<file path="src/rtl/utils_pkg.sv">
// Shared core-bus types plus the arbiter's master id, write FSM states and grant helper.
package utils_pkg;

  localparam int CB_ARB_NUM_MASTERS = 2;

  typedef logic [1:0] cb_error_t;
  typedef logic       cb_master_id_t;

  typedef enum logic [1:0] {
    WR_IDLE,
    WR_ADDR,
    WR_DATA
  } wr_arb_st_t;

  typedef struct packed {
    logic [31:0] rd_addr;
    logic        rd_addr_valid;
    logic        rd_data_ready;
    logic [31:0] wr_addr;
    logic        wr_addr_valid;
    logic [31:0] wr_data;
    logic [3:0]  wr_strobe;
    logic        wr_data_valid;
    logic        wr_resp_ready;
  } s_cb_mosi_t;

  typedef struct packed {
    logic        rd_addr_ready;
    logic [31:0] rd_data;
    cb_error_t   rd_data_error;
    logic        rd_data_valid;
    logic        wr_addr_ready;
    logic        wr_data_ready;
    cb_error_t   wr_resp_error;
    logic        wr_resp_valid;
  } s_cb_miso_t;

  // Contention goes to the pointer in round-robin mode, otherwise to M1 (LSU).
  function automatic cb_master_id_t cb_arb_pick(input logic req0, input logic req1,
                                                input logic rr, input cb_master_id_t ptr);
    if (req0 && req1) return rr ? ptr : 1'b1;
    else if (req1)    return 1'b1;
    else              return 1'b0;
  endfunction

endpackage

</file>
<file path="src/rtl/cb_arb_ord_fifo.sv">
// Order FIFO of master ids; a push while full is accepted when a pop happens in the same cycle.
module cb_arb_ord_fifo
  import utils_pkg::*;
#(
  parameter int DEPTH = 4
) (
  input  logic          clk,
  input  logic          rst,
  input  logic          push,
  input  cb_master_id_t push_id,
  input  logic          pop,
  output cb_master_id_t head,
  output logic          full,
  output logic          empty
);

  localparam int AW = $clog2(DEPTH);

  logic [AW:0]   wr_ptr, rd_ptr;
  cb_master_id_t mem [DEPTH];
  logic          do_push, do_pop;

  assign empty   = (wr_ptr == rd_ptr);
  assign full    = (wr_ptr[AW] != rd_ptr[AW]) && (wr_ptr[AW-1:0] == rd_ptr[AW-1:0]);
  assign do_pop  = pop && !empty;
  assign do_push = push && (!full || do_pop);
  assign head    = mem[rd_ptr[AW-1:0]];

  always_ff @(posedge clk or posedge rst) begin
    if (rst) begin
      wr_ptr <= '0;
      rd_ptr <= '0;
    end else begin
      if (do_push) wr_ptr <= wr_ptr + 1'b1;
      if (do_pop)  rd_ptr <= rd_ptr + 1'b1;
    end
  end

  always_ff @(posedge clk) begin
    if (do_push) mem[wr_ptr[AW-1:0]] <= push_id;
  end

endmodule

</file>
<file path="src/rtl/cb_arbiter.sv">
// Two-master core-bus arbiter (M0 fetch, M1 LSU) onto one slave port with in-order response routing.
// Define NOX_CB_ARB_PERF_EN to get per-master granted-read counters on perf_rd_cnt_o.
module cb_arbiter
  import utils_pkg::*;
#(
  parameter int MAX_OT_TXN = 4,
  parameter int RR_EN      = 1
) (
  input  logic             clk,
  input  logic             rst,
  input  s_cb_mosi_t       m0_cb_mosi_i,
  output s_cb_miso_t       m0_cb_miso_o,
  input  s_cb_mosi_t       m1_cb_mosi_i,
  output s_cb_miso_t       m1_cb_miso_o,
  output s_cb_mosi_t       s_cb_mosi_o,
  input  s_cb_miso_t       s_cb_miso_i,
  output logic [1:0][31:0] perf_rd_cnt_o
);

  s_cb_mosi_t    m_mosi [CB_ARB_NUM_MASTERS];
  s_cb_miso_t    m_miso [CB_ARB_NUM_MASTERS];
  s_cb_mosi_t    s_mosi;

  // Read path state
  logic          rd_lock;
  cb_master_id_t rd_lock_id, rd_rr_ptr, rd_gnt, rd_head;
  logic          rd_full, rd_empty, rd_pop, rd_can, rd_req, rd_addr_hs;

  // Write path state
  wr_arb_st_t    wr_state, wr_state_nx;
  cb_master_id_t wr_id, wr_id_nx, wr_rr_ptr, wr_gnt, wr_head;
  logic          wr_aw_done, wr_aw_done_nx, wr_w_done, wr_w_done_nx;
  logic          wr_full, wr_empty, wr_pop, wr_can, wr_active;
  logic          wr_fwd_aw, wr_fwd_w, wr_aw_hs, wr_w_hs, wr_push;

  assign m_mosi[0] = m0_cb_mosi_i;
  assign m_mosi[1] = m1_cb_mosi_i;

  // ---------------- read path ----------------
  assign rd_pop     = s_cb_miso_i.rd_data_valid && !rd_empty && m_mosi[rd_head].rd_data_ready;
  assign rd_can     = !rd_full || rd_pop;
  assign rd_gnt     = rd_lock ? rd_lock_id
                    : cb_arb_pick(m_mosi[0].rd_addr_valid, m_mosi[1].rd_addr_valid,
                                  RR_EN != 0, rd_rr_ptr);
  assign rd_req     = rd_can && m_mosi[rd_gnt].rd_addr_valid;
  assign rd_addr_hs = rd_req && s_cb_miso_i.rd_addr_ready;

  // An offered-but-stalled address pins the grant so the slave sees a stable payload.
  always_ff @(posedge clk or posedge rst) begin
    if (rst) begin
      rd_lock    <= 1'b0;
      rd_lock_id <= 1'b0;
      rd_rr_ptr  <= 1'b1;
    end else begin
      rd_lock    <= rd_req && !s_cb_miso_i.rd_addr_ready;
      rd_lock_id <= rd_gnt;
      if (rd_addr_hs && RR_EN != 0) rd_rr_ptr <= ~rd_gnt;
    end
  end

  cb_arb_ord_fifo #(.DEPTH(MAX_OT_TXN)) u_rd_ord_fifo (
    .clk     (clk),
    .rst     (rst),
    .push    (rd_addr_hs),
    .push_id (rd_gnt),
    .pop     (rd_pop),
    .head    (rd_head),
    .full    (rd_full),
    .empty   (rd_empty)
  );

  // ---------------- write path ----------------
  assign wr_pop = s_cb_miso_i.wr_resp_valid && !wr_empty && m_mosi[wr_head].wr_resp_ready;
  assign wr_can = !wr_full || wr_pop;

  always_ff @(posedge clk or posedge rst) begin
    if (rst) begin
      wr_state   <= WR_IDLE;
      wr_id      <= 1'b0;
      wr_aw_done <= 1'b0;
      wr_w_done  <= 1'b0;
      wr_rr_ptr  <= 1'b1;
    end else begin
      wr_state   <= wr_state_nx;
      wr_id      <= wr_id_nx;
      wr_aw_done <= wr_aw_done_nx;
      wr_w_done  <= wr_w_done_nx;
      if (wr_push && RR_EN != 0) wr_rr_ptr <= ~wr_gnt;
    end
  end

  // The done flags let an address or data handshake in IDLE carry into the locked states.
  always_comb begin
    wr_state_nx   = wr_state;
    wr_id_nx      = wr_id;
    wr_aw_done_nx = wr_aw_done;
    wr_w_done_nx  = wr_w_done;
    unique case (wr_state)
      WR_IDLE: begin
        if (wr_active && !wr_push) begin
          wr_state_nx   = WR_ADDR;
          wr_id_nx      = wr_gnt;
          wr_aw_done_nx = wr_aw_hs;
          wr_w_done_nx  = wr_w_hs;
        end
      end
      WR_ADDR: begin
        if (wr_push) begin
          wr_state_nx   = WR_IDLE;
          wr_aw_done_nx = 1'b0;
          wr_w_done_nx  = 1'b0;
        end else begin
          wr_aw_done_nx = wr_aw_done || wr_aw_hs;
          wr_w_done_nx  = wr_w_done || wr_w_hs;
          if (wr_aw_done || wr_aw_hs) wr_state_nx = WR_DATA;
        end
      end
      WR_DATA: begin
        if (wr_push) begin
          wr_state_nx   = WR_IDLE;
          wr_aw_done_nx = 1'b0;
          wr_w_done_nx  = 1'b0;
        end
      end
      default: wr_state_nx = WR_IDLE;
    endcase
  end

  always_comb begin
    wr_gnt    = wr_id;
    wr_active = 1'b1;
    if (wr_state == WR_IDLE) begin
      wr_gnt    = cb_arb_pick(m_mosi[0].wr_addr_valid, m_mosi[1].wr_addr_valid,
                              RR_EN != 0, wr_rr_ptr);
      wr_active = wr_can && (m_mosi[0].wr_addr_valid || m_mosi[1].wr_addr_valid);
    end
    wr_fwd_aw = wr_active && !wr_aw_done;
    wr_fwd_w  = wr_active && !wr_w_done;
    wr_aw_hs  = wr_fwd_aw && m_mosi[wr_gnt].wr_addr_valid && s_cb_miso_i.wr_addr_ready;
    wr_w_hs   = wr_fwd_w && m_mosi[wr_gnt].wr_data_valid && s_cb_miso_i.wr_data_ready;
    wr_push   = wr_active && (wr_aw_done || wr_aw_hs) && (wr_w_done || wr_w_hs);
  end

  cb_arb_ord_fifo #(.DEPTH(MAX_OT_TXN)) u_wr_ord_fifo (
    .clk     (clk),
    .rst     (rst),
    .push    (wr_push),
    .push_id (wr_gnt),
    .pop     (wr_pop),
    .head    (wr_head),
    .full    (wr_full),
    .empty   (wr_empty)
  );

  // ---------------- bus muxing ----------------
  always_comb begin
    s_mosi = '0;
    for (int unsigned i = 0; i < CB_ARB_NUM_MASTERS; i++) begin
      m_miso[i]               = '0;
      m_miso[i].rd_data       = s_cb_miso_i.rd_data;
      m_miso[i].rd_data_error = s_cb_miso_i.rd_data_error;
      m_miso[i].wr_resp_error = s_cb_miso_i.wr_resp_error;
    end

    s_mosi.rd_addr                 = m_mosi[rd_gnt].rd_addr;
    s_mosi.rd_addr_valid           = rd_req;
    m_miso[rd_gnt].rd_addr_ready   = rd_can && s_cb_miso_i.rd_addr_ready;

    // With nothing outstanding a stray response is swallowed rather than stalling the slave.
    s_mosi.rd_data_ready = 1'b1;
    if (!rd_empty) begin
      s_mosi.rd_data_ready           = m_mosi[rd_head].rd_data_ready;
      m_miso[rd_head].rd_data_valid  = s_cb_miso_i.rd_data_valid;
    end

    s_mosi.wr_addr                 = m_mosi[wr_gnt].wr_addr;
    s_mosi.wr_data                 = m_mosi[wr_gnt].wr_data;
    s_mosi.wr_strobe               = m_mosi[wr_gnt].wr_strobe;
    s_mosi.wr_addr_valid           = wr_fwd_aw && m_mosi[wr_gnt].wr_addr_valid;
    s_mosi.wr_data_valid           = wr_fwd_w && m_mosi[wr_gnt].wr_data_valid;
    m_miso[wr_gnt].wr_addr_ready   = wr_fwd_aw && s_cb_miso_i.wr_addr_ready;
    m_miso[wr_gnt].wr_data_ready   = wr_fwd_w && s_cb_miso_i.wr_data_ready;

    s_mosi.wr_resp_ready = 1'b1;
    if (!wr_empty) begin
      s_mosi.wr_resp_ready           = m_mosi[wr_head].wr_resp_ready;
      m_miso[wr_head].wr_resp_valid  = s_cb_miso_i.wr_resp_valid;
    end
  end

  assign m0_cb_miso_o = rst ? '0 : m_miso[0];
  assign m1_cb_miso_o = rst ? '0 : m_miso[1];
  assign s_cb_mosi_o  = rst ? '0 : s_mosi;

`ifdef NOX_CB_ARB_PERF_EN
  logic [31:0] perf_cnt [CB_ARB_NUM_MASTERS];

  always_ff @(posedge clk or posedge rst) begin
    if (rst) begin
      perf_cnt[0] <= '0;
      perf_cnt[1] <= '0;
    end else if (rd_addr_hs) begin
      perf_cnt[rd_gnt] <= perf_cnt[rd_gnt] + 32'd1;
    end
  end

  assign perf_rd_cnt_o = {perf_cnt[1], perf_cnt[0]};
`else
  assign perf_rd_cnt_o = '0;
`endif

endmodule
</file>
<file path="config.mk">
export PLATFORM = sky130hd
export DESIGN_NAME = cb_arbiter
export DESIGN_NICKNAME = d
export VERILOG_FILES = /design/src/rtl/utils_pkg.sv /design/src/rtl/cb_arb_ord_fifo.sv /design/src/rtl/cb_arbiter.sv
export SDC_FILE = /design/constraint.sdc
export NUM_CORES = 1
export LEC_CHECK = 0
export ABC_CLOCK_PERIOD_IN_PS = 4900
export BUFFER_PORTS_ARGS = -buffer_cell sky130_fd_sc_hd__buf_2
export CORE_AREA = 3 3 194 196
export CTS_CLUSTER_SIZE = 25
export DETAILED_ROUTE_END_ITERATION = 6
export DIE_AREA = 0 0 197 199
export GPL_TIMING_DRIVEN = 1
export PLACE_DENSITY = 0.34
export SYNTH_ARGS = -nofsm -noshare
export SYNTH_HDL_FRONTEND = slang
export SYNTH_SLANG_ARGS = --single-unit
</file>
<file path="constraint.sdc">
create_clock -name clk -period 4.9 [get_ports clk]
set_input_delay 0.49 -clock clk [delete_from_list [all_inputs] [get_ports clk]]
set_output_delay 0.49 -clock clk [all_outputs]
set_load 0.005 [all_outputs]
</file>
-- Word level (Yosys, flattened, before mapping)
Memory sizes are Yosys's and may differ from the RTL's.
Cells that the tools add are included.
- bits in writable memories: 8
- memories: 2
- register bits: 21
- input port bits: 253
- order comparisons: 8
- equal/unequal tests: 11
- $add $sub $neg: 4
- bitwise gates (word level): 6
- reductions and logical operators: 52
- muxes and demuxes: 57
- memory list (name ; words ; width ; rd ports ; clocked after memory_dff ; wr ports ; line ; RTL):
    u_rd_ord_fifo.mem ; 4 ; 1 ; 1 ; 0 ; 1 ; cb_arb_ord_fifo.sv:20 ; cb_master_id_t mem [DEPTH];
    u_wr_ord_fifo.mem ; 4 ; 1 ; 1 ; 0 ; 1 ; cb_arb_ord_fifo.sv:20 ;
- operator list (kind ; count):
    $mux W105 ; 4
    $bwmux W82 ; 5
    $mux W72 ; 3
    $mux W71 ; 3
    $demux W41 S1 ; 5
    $mux W82 ; 2
    $mux W41 ; 3
    $logic_and A1 B1 Y1 ; 32
    $mux W1 ; 22
    $add A3 B1 Y3 const B ; 4
    $ge A2 B2 Y1 const B ; 4
    $logic_not A1 Y1 ; 8
    $lt A2 B1 Y1 const B ; 4
    $mux W2 ; 4
    $not A1 Y2 ; 4
    $logic_or A1 B1 Y1 ; 7
    $eq A3 B3 Y1 ; 2
    $mux W6 ; 1
    $pmux W1 S3 ; 2
    $pmux W2 S3 ; 1
    $reduce_and A3 Y1 ; 2
    $mux W5 ; 1
    $eq A2 B2 Y1 ; 2
    $mux W4 ; 1
    other kinds (10) ; 12

-- Depth between registers and ports, before layout
Gate-level depths: netlist of run 1.
An unclocked memory read counts as a cell.
- word-level depth: 19
- depth in mapped cells: 11
- mapped depth without buffers: 9

-- Cells and area by module
From an unflattened synthesis of run 1, not the netlist that was laid out.
- cell total of the unflattened synthesis: 688
- area, all modules: 4474.3 µm²
- modules (own cells, without submodules) (module ; area an instance (µm²) ; seq. area each (µm²) ; cells each ; instances):
    cb_arbiter ; 3283.1 ; 227.7 ; 588 ; 1
    cb_arb_ord_fifo ; 595.6 ; 270.3 ; 50 ; 2

-- Worst setup path before layout of run 1
No wires, ideal clock.
- path type: register -> output
- start: register wr_state[0]
- end: output m0_cb_miso_o[4] (netlist name)
- path slack: 2.520 ns
- stages on the path, launching flop included: 10
- arrival time: 1.890 ns
- path buffers: 3
- cells stage by stage: dfrtp_1 > inv_1 > ha_1 > buf_6 > nand2b_1 > o21a_1 > clkbuf_1 > inv_2 > buf_1 > nor4_1
- RTL lines (what ; line ; RTL):
    start, declared ; cb_arbiter.sv:30 ; wr_arb_st_t wr_state, wr_state_nx;
    start signal, assigned ; cb_arbiter.sv:84 ; wr_state <= wr_state_nx;
    end, declared ; cb_arbiter.sv:12 ; output s_cb_miso_t m0_cb_miso_o,

==> flow_metrics.tcl, run 1 <==
set metrics [dict create \
    hp-class "input port to flop" \
    std_cell_rows 70 \
    hold_depth 2 \
    worstMarginPinSlew_ns 0.635 \
    pin_count 504 \
    rr_worst_depth 10 \
    final-instance-count-excl-fill 1519 \
    crit_arrival_ns 3.02 \
    relSlewSlack 0.577 \
    cts_tree "yes" \
    drv_cap 0 \
    whs_ns 0.403 \
    vdd_drop_max_mv 0.194 \
    worstHoldStart "s_cb_miso_i[40]" \
    numClockSinks 29 \
    n_antenna_cell 0 \
    avgViaCountPerCell 3.71 \
    cts_hold_buf 0 \
    gp_congestion 0.790 \
    synth_fa_ha_area_frac 0.0368 \
    synth_cell_types 62 \
    coreArea_sq_um 36300 \
    yosysSeqAreaShare 0.174 \
    status "finished clean" \
    yosys_warnings 0 \
    grt_max_degree 94 \
    wl_mm 26.3 \
    cts_inserted_buffers 5 \
    grt_usage 0.119 \
    htreeDepth 2 \
    ys_ff_latch 29 \
    cellPowerDensity_nw_per_um2 386 \
    route.detailed.drc 0 \
    gr-total-overflow 0 \
    avgSynthCellArea_sq_um 6.54 \
    netlist_area_sq_um 4420 \
    ctsResizeCount 0 \
    reg2reg_to "wr_w_done" \
    drive_gt1_frac 0.448 \
    fmax_ghz 0.285 \
    grt_pass1_wl_mm 35.4 \
    first_iter_violations 314 \
    total_power_mw 2.60 \
    finClkSkew_ns 0.00430 \
    synthMuxAreaShare 0.0388 \
    async_flop_share 0.724 \
    placed_area_sq_um 6590 \
    wl_met2_mm 13.2 \
    synth_xor_area_frac 0.0295 \
    seq_area_sq_um 768 \
    worstPathMaxFanout 45 \
    ant_nets 0 \
    fin_crit_sh 0.717 \
    regToRegSetupSlack_ns 1.91 \
    antenna_found_initial 4 \
    dp_hpwl_mm 22.4 \
    cp-end-kind "primary output" \
    firstDrtPassIters 4 \
    design_area_sq_um 6730 \
    yosys.area_share.simple 0.306 \
    fp.dieW_microns 197 \
    port_buffers 439 \
    finalHoldViolCount 0 \
    vias 5643 \
    synth_edf_count 8 \
    cts_buffer_depth 2 \
    synth_top_family_by_area "simple AND/OR/NAND/NOR gates" \
    route.met3.wl_mm 1.60 \
    highest-signal-layer "met5" \
    p_leak_nw 3.73 \
    fill_cells 4239 \
    whs_endpoint "rd_lock" \
    clk_pin_slew_worst_paths_ns 0.05 \
    ys.flop_type "dfrtp_1" \
    fp.dieH_microns 199 \
    crit_required_ns 4.41 \
    syn_inst 676 \
    synth_compound_area_frac 0.193 \
    start_util 0.122 \
    root_buffer "clkbuf_16" \
    routedLengthMet1_mm 11.3 \
    multi_input_area_sq_um 2920 \
    place_inst 1511 \
    areaGrowthSynthToFinish_pct 52.3 \
    setup_viol 0 \
    rsz0062_at_grt "no" \
    timing.final.crit_period_ns 3.51 \
    first_global_vias 5235 \
    cts_setup_buffers 0 \
    clk_latency_ns 0.28 \
    critPathLaunchType "flop" \
    dieArea_sq_um 39200 \
    tns_ns 0 \
    final_nets 1316 \
    wire_per_inst_microns 17.3 \
    maxSlewViolCount 0 \
    worstSetupPathType "flop to primary output" \
    rr_startpoint "wr_state[1]" \
]
worst max-delay path: stages (launching register included):
cell	delay (ns)
dfrtp_1	0.39
inv_1	0.10
ha_1	0.35
nand2b_1	0.21
o21a_4	0.48
inv_2	0.29
buf_4	0.36
mux2i_1	0.20
nor3_1	0.18
buf_2	0.16
cells in the mapped netlist (all sizes together), types with 2 or more instances:
cell type	number	share of area
o2111ai	2	0.0040
clkbuf	31	0.026
edfxtp	8	0.054
xnor2	9	0.018
nor4	3	0.0042
a211oi	3	0.0091
dfrtp	19	0.11
inv	14	0.012
o21a	3	0.0051
nand2b	3	0.0042
or2	2	0.0028
buf	111	0.18
o21ai	5	0.0057
ha	13	0.037
nor2b	38	0.056
nor3	10	0.011
nand3b	4	0.0068
and2	9	0.013
a21oi	109	0.12
xor2	5	0.012
dfstp	2	0.012
nor2	14	0.012
nor3b	2	0.0034
nand2	215	0.18
mux2i	10	0.023
o2111a	2	0.0051
nand3	4	0.0045
mux2	4	0.011
cell families (layout without fill, tap and decap cells):
logic type | count (synthesis) | in the layout
buffers and inverters | 157 | 469
other | 1 | 64
flip-flops | 29 | 29
multiplexers | 15 | 15
AND/OR/NAND/NOR | 307 | 307
XOR/XNOR | 14 | 14
AO/OA/AOI/OAI | 140 | 140
adder cells (fa/ha/maj) | 13 | 13
layer usage:
| layer | vias to the layer above | track usage |
|---|---|---|
| met2 | 246 | 0.216 |
| li1 | 2800 | - |
| met3 | 17 | 0.0191 |
| met1 | 2574 | 0.154 |
| met4 | 6 | 0.0143 |
| met5 | - | 0 |
registers in the layout (all words and copies together) (netlist names), 2 cells and up:
signal,count
wr_state,2
u_rd_ord_fifo.mem,4
u_rd_ord_fifo.rd_ptr,3
u_rd_ord_fifo.wr_ptr,3
u_wr_ord_fifo.rd_ptr,3
u_wr_ord_fifo.wr_ptr,3
u_wr_ord_fifo.mem,4
layout by cell type (no fill, tap or decap), types with 4 or more instances in the layout:
cell / netlist / routed
edfxtp_1: 8 / 8
nand3_1: 4 / 4
nor2b_1: 37 / 37
nand2_1: 214 / 214
conb_1: 1 / 64
xnor2_1: 9 / 9
inv_1: 13 / 13
ha_1: 13 / 13
and2_1: 8 / 8
nor3_1: 10 / 10
buf_2: 1 / 438
mux2i_1: 10 / 10
nor2_1: 14 / 14
o21ai_0: 5 / 5
dfrtp_1: 19 / 19
buf_4: 101 / 7
xor2_1: 4 / 4
nand3b_1: 4 / 4
clkbuf_16: 0 / 5
a21oi_1: 109 / 109
how the worst max path moves through the flow:
stage,slack [ns],end,startpoint,cells past startpoint
final,1.39,s_cb_mosi_o[1],wr_state[1],9
after global routing,1.07,s_cb_mosi_o[1],wr_state[0],9
after CTS,1.32,s_cb_mosi_o[1],wr_state[1],9
after detailed placement,1.63,s_cb_mosi_o[1],wr_state[1],9
after global placement,1.71,s_cb_mosi_o[1],wr_state[0],9
after floorplan,2.52,m0_cb_miso_o[4],wr_state[0],9
per-stage QoR:
| step | util | setup slack, ns |
|---|---|---|
| global route | 0.186 | 1.07 |
| floorplan | - | 2.52 |
| detailed placement | 0.182 | 1.63 |
| global placement | 0.182 | 1.71 |
| CTS | 0.186 | 1.32 |
| finish | 0.186 | 1.39 |
report_power, final:
group | internal [mW] | total, mW | switching, mW
registers | 0.364 | 0.478 | 0.114
logic | 0.731 | 1.83 | 1.10
clock network | 0.188 | 0.291 | 0.103
cell type report:
class | count | area share
clock buffers | 8 | 0.0203
flip-flops and latches | 29 | 0.114
repair buffers | 446 | 0.337
well taps | 468 | 0.0870
multi-input cells | 553 | 0.434
inverters | 15 | 0.00837
Power figures use the tool's default switching activity.
==> run 2: changes to the inputs <==
- ABC_CLOCK_PERIOD_IN_PS: 4900 -> 3600
- CORE_AREA: 3 3 194 196 -> 3 3 196 198
- DIE_AREA: 0 0 197 199 -> 0 0 199 201
- clock period: 4.9 -> 3.6 ns (I/O delays scaled with it)
==> run 2 against run 1 <==
Utilization fell by 0.10 points. Routed wire length down 1.6%. First-iteration DRC count fell by 29%. Worst hold slack lost 0.13 ns. Die area increased by 2.0%. Sequential share of layout area shrank 0.074 points. Critical path type unchanged. Critical endpoint is now s_cb_mosi_o[64].
==> flow_metrics.tcl, run 2 (synthesis results as in run 1) <==
set metrics [dict create \
    dp_hpwl_mm 22.1 \
    cts_buffer_depth 2 \
    seq_area_sq_um 768 \
    cts_hold_buf 0 \
    clk_pin_slew_worst_paths_ns 0.05 \
    startpoint "wr_state[1]" \
    pwr-share-seq 0.178 \
    regToRegSetupSlack_ns 0.94 \
    vdd_drop_max_mv 0.435 \
    gr-total-overflow 0 \
    cts_setup_buffers 0 \
    fin_crit_sh 0.852 \
    p_leak_nw 3.76 \
    tns_ns 0 \
    dieArea_sq_um 40000 \
    placed_area_sq_um 6610 \
    final_nets 1318 \
    clockPowerShare 0.128 \
    std_cell_rows 70 \
    ant_nets 0 \
    crit_arrival_ns 2.71 \
    coreArea_sq_um 36700 \
    fp.dieH_microns 201 \
    cts_tree "yes" \
    wire_per_inst_microns 17.0 \
    whs_ns 0.277 \
    fp.dieW_microns 199 \
    worstPathMaxFanout 30 \
    first_global_vias 5483 \
    finClkSkew_ns 0.00185 \
    cp-end-kind "primary output" \
    route.detailed.drc 0 \
    final_common_cell "buf_2" \
    htreeDepth 2 \
    areaGrowthSynthToFinish_pct 53.3 \
    fin_ws_ns 0.534 \
    p_int_mw 1.83 \
    reg2reg_to "u_wr_ord_fifo.mem[3]" \
    firstDrtPassIters 6 \
    wl_mm 25.9 \
    antenna_found_initial 3 \
    finalHoldViolCount 0 \
    crit_required_ns 3.24 \
    cts_inserted_buffers 5 \
    pin_count 504 \
    root_buffer "clkbuf_16" \
    rsz0062_at_grt "no" \
    endpoint "s_cb_mosi_o[64]" \
    status "finished clean" \
    fmax_ghz 0.326 \
    worstMarginPinSlew_ns 1.00 \
    ctsResizeCount 0 \
    multi_input_area_sq_um 2920 \
    first_iter_violations 224 \
    critPathLaunchType "flop" \
    hp-class "input port to flop" \
    clk_latency_ns 0.27 \
    grt_pass1_wl_mm 36.1 \
    p_sw_mw 1.83 \
    drv_cap 0 \
    cellPowerDensity_nw_per_um2 541 \
    timing.final.crit_period_ns 3.07 \
    maxSlewViolCount 0 \
    switching_share 0.500 \
    drive_gt1_frac 0.450 \
    avgViaCountPerCell 3.71 \
    vias 5648 \
    gp_congestion 0.808 \
    fin_util 0.185 \
    p_comb_frac 0.694 \
    dp_slack_ns 0.717 \
    rr_worst_depth 7 \
    start_util 0.120 \
    port_buffers 439 \
    relSlewSlack 0.329 \
    design_area_sq_um 6770 \
    rr_startpoint "wr_state[1]" \
    numClockSinks 29 \
    grt_usage 0.119 \
    grt_max_degree 96 \
    setup_viol 0 \
    worstSetupPathType "flop to primary output" \
    fill_cells 4263 \
    final_cell_mix "buf_2, nand2_1, a21oi_1" \
]
run 2: layout make-up:
type	instances	area share
multi-input cells	553	0.431
repair buffers	448	0.337
flip-flops and latches	29	0.113
well taps	468	0.0865
clock buffers	6	0.0190
inverters	15	0.00831
clock inverters	2	0.00499
diodes	1	0.000370
run 2: metrics by stage:
step,std cells,power (mW)
floorplan,739,2.27
global placement,1513,3.27
detailed placement,1513,3.26
CTS,1521,3.75
global route,1522,4.05
finish,1522,3.66
run 2: how the worst min path moves through the flow:
stage,from,cells past startpoint,slack (ns),endpoint
after floorplan,s_cb_miso_i[40],1,0.43,rd_lock
after global placement,u_rd_ord_fifo.rd_ptr[2],1,0.49,u_rd_ord_fifo.rd_ptr[2]
after detailed placement,u_wr_ord_fifo.wr_ptr[2],1,0.49,u_wr_ord_fifo.wr_ptr[2]
after CTS,s_cb_miso_i[40],2,0.27,rd_lock
after global routing,s_cb_miso_i[40],2,0.28,rd_lock
final,s_cb_miso_i[40],2,0.28,rd_lock
run 2: layer usage:
metal | track usage | vias up | wire, microns | part of all wire
met5 | 0 | - | 0 | 0
met4 | 0.0236 | 0 | 406 | 0.016
met3 | 0.0129 | 15 | 1320 | 0.051
met2 | 0.218 | 239 | 13300 | 0.51
met1 | 0.149 | 2588 | 10900 | 0.42
li1 | - | 2806 | - | -
run 2: power groups by stage:
stage / Clock (mW) / Combinational [mW] / Sequential, mW
4_1_cts: 0.484 / 2.61 / 0.653
6_report: 0.468 / 2.54 / 0.651
3_3_place_gp: 0 / 2.61 / 0.661
2_1_floorplan: 0 / 1.67 / 0.600
5_1_grt: 0.494 / 2.88 / 0.679
3_5_place_dp: 0 / 2.60 / 0.658
run 2: worst max-delay path: stages (launching register included):
cell and delay [ns]:
dfrtp_1 0.39, inv_1 0.10, ha_1 0.35, nand2_2 0.12, o21a_4 0.22, inv_2 0.05, buf_4 0.37, nand2_1 0.10
a21oi_1 0.48, buf_2 0.23
==> run 3: changes to the inputs <==
- BUFFER_PORTS_ARGS: -buffer_cell sky130_fd_sc_hd__buf_2 -> not set
- DONT_BUFFER_PORTS: not set -> 1
- PLACE_DENSITY: 0.34 -> 0.3
==> run 3 against run 2 <==
Register-to-register slack worse by 0.03 ns. Highest routed layer is now met5. Global-route usage is 1.2 points lower. Combinational power is 13% lower. First-iteration DRC count is 8.0% lower. Critical path depth is 2 lower.
==> flow_metrics.tcl, run 3 (synthesis results as in run 1) <==
set metrics [dict create \
    status "finished clean" \
    rsz0062_at_grt "no" \
    first_global_vias 3881 \
    areaGrowthSynthToFinish_pct 5.69 \
    worstSetupPathType "flop to primary output" \
    tns_ns 0 \
    avgViaCountPerCell 3.83 \
    worstPathMaxFanout 21 \
    cts_hold_buf 0 \
    maxSlewViolCount 0 \
    fmax_ghz 0.335 \
    cts_inserted_buffers 5 \
    cts_buffer_depth 2 \
    timing.final.crit_period_ns 2.99 \
    dp_hpwl_mm 20.2 \
    cellPowerDensity_nw_per_um2 704 \
    drive_gt1_frac 0.0692 \
    regToRegSetupSlack_ns 0.91 \
    fin_crit_sh 0.829 \
    drv_cap 0 \
    finClkSkew_ns 0.00929 \
    route.detailed.drc 0 \
    hp-class "input port to async pin" \
    htreeDepth 2 \
    crit_arrival_ns 2.63 \
    grt_usage 0.107 \
    cp-end-kind "primary output" \
    ctsResizeCount 0 \
    wire_per_inst_microns 21.6 \
    clk_pin_slew_worst_paths_ns 0.06 \
    p_leak_nw 1.90 \
    p_sw_mw 1.76 \
    fp.dieH_microns 201 \
    multi_input_area_sq_um 2920 \
    p_int_mw 1.53 \
    finalHoldViolCount 0 \
    coreArea_sq_um 36700 \
    gr-total-overflow 0 \
    grt_pass1_wl_mm 30.4 \
    first_iter_violations 206 \
    vias 4181 \
    pin_count 504 \
    final_cell_mix "nand2_1, a21oi_1, conb_1" \
    p_comb_frac 0.677 \
    clockPowerShare 0.124 \
    final_common_cell "nand2_1" \
    clk_latency_ns 0.28 \
    firstDrtPassIters 5 \
    worstMarginPinSlew_ns 0.937 \
    root_buffer "clkbuf_16" \
    vdd_drop_max_mv 0.249 \
    fp.dieW_microns 199 \
    wl_mm 23.6 \
    start_util 0.120 \
    pwr-share-seq 0.199 \
    relSlewSlack 0.372 \
    total_power_mw 3.29 \
    fill_cells 4303 \
    gp_congestion 0.780 \
    crit_required_ns 3.24 \
    final_nets 886 \
    seq_area_sq_um 768 \
    antenna_found_initial 12 \
    grt_max_degree 147 \
    setup_viol 0 \
    ant_nets 0 \
    port_buffers 0 \
    numClockSinks 29 \
    std_cell_rows 70 \
    critPathLaunchType "flop" \
    cts_tree "yes" \
    switching_share 0.534 \
    dieArea_sq_um 40000 \
    cts_setup_buffers 0 \
]
==> run 3: cell count changes in the layout (fill, tap and decap cells not counted) <==
cell | before | now
bufinv_16 | 1 | 0
buf_2 | 438 | 0
inv_2 | 1 | 0
clkinv_2 | 0 | 3
clkinv_1 | 2 | 1
buf_4 | 9 | 10
buf_12 | 1 | 6
diode_2 | 1 | 3
==> run 3: worst max-delay path, stage by stage, from the launching register on <==
cell      delay (ns)
dfrtp_1         0.39
inv_1           0.11
ha_1            0.36
nand2b_1        0.21
o21a_4          0.37
buf_4           0.31
nand2_1         0.08
a21oi_1         0.49
==> run 3: through the flow <==
stage	instances	area (sq um)	hold slack, ns	utilization	setup WS [ns]
3_3_place_gp	1081	4520	0.372	0.123	0.822
6_report	1092	4670	0.0905	0.127	0.614
5_1_grt	1092	4670	0.111	0.127	0.346
4_1_cts	1089	4660	0.0703	0.127	0.516
2_1_floorplan	739	4650	0.426	-	1.30
3_5_place_dp	1081	4520	0.376	0.123	0.837
==> run 3: final timing paths <==
check | from | to | cells after the start
setup / recovery | wr_state[1] | s_cb_mosi_o[22] | 7
hold reg to reg | u_wr_ord_fifo.rd_ptr[2] | u_wr_ord_fifo.rd_ptr[2] | 1
max in group asynchronous | rst | rd_rr_ptr | 2
hold / removal | rst | wr_state[0] | 2
setup reg to reg | wr_state[1] | u_wr_ord_fifo.mem[3] | 7
min in group clk | s_cb_miso_i[40] | rd_lock | 1
==> run 3: power by group through the flow <==
stage               sequential, mW  clock [mW]  combinational, mW
finish                       0.656       0.408               2.22
global route                 0.681       0.436               2.50
CTS                          0.660       0.424               2.29
detailed placement           0.664           0               2.28
global placement             0.668           0               2.30
floorplan                    0.600           0               1.67
==> run 3: area by class of cell <==
type                            count  area share
Tap cell                          468       0.125
Clock buffer                        6      0.0276
Inverter                           15      0.0123
Clock inverter                      2     0.00214
Sequential cell                    29       0.165
Antenna cell                        3     0.00161
Timing Repair Buffer               16      0.0418
Multi-Input combinational cell    553       0.625
==> run 3: routing by layer <==
layer,share of wire,global-route usage
met5,0.0044,0
met4,0.022,0.0294
met3,0.085,0.0285
met2,0.52,0.193
met1,0.37,0.123
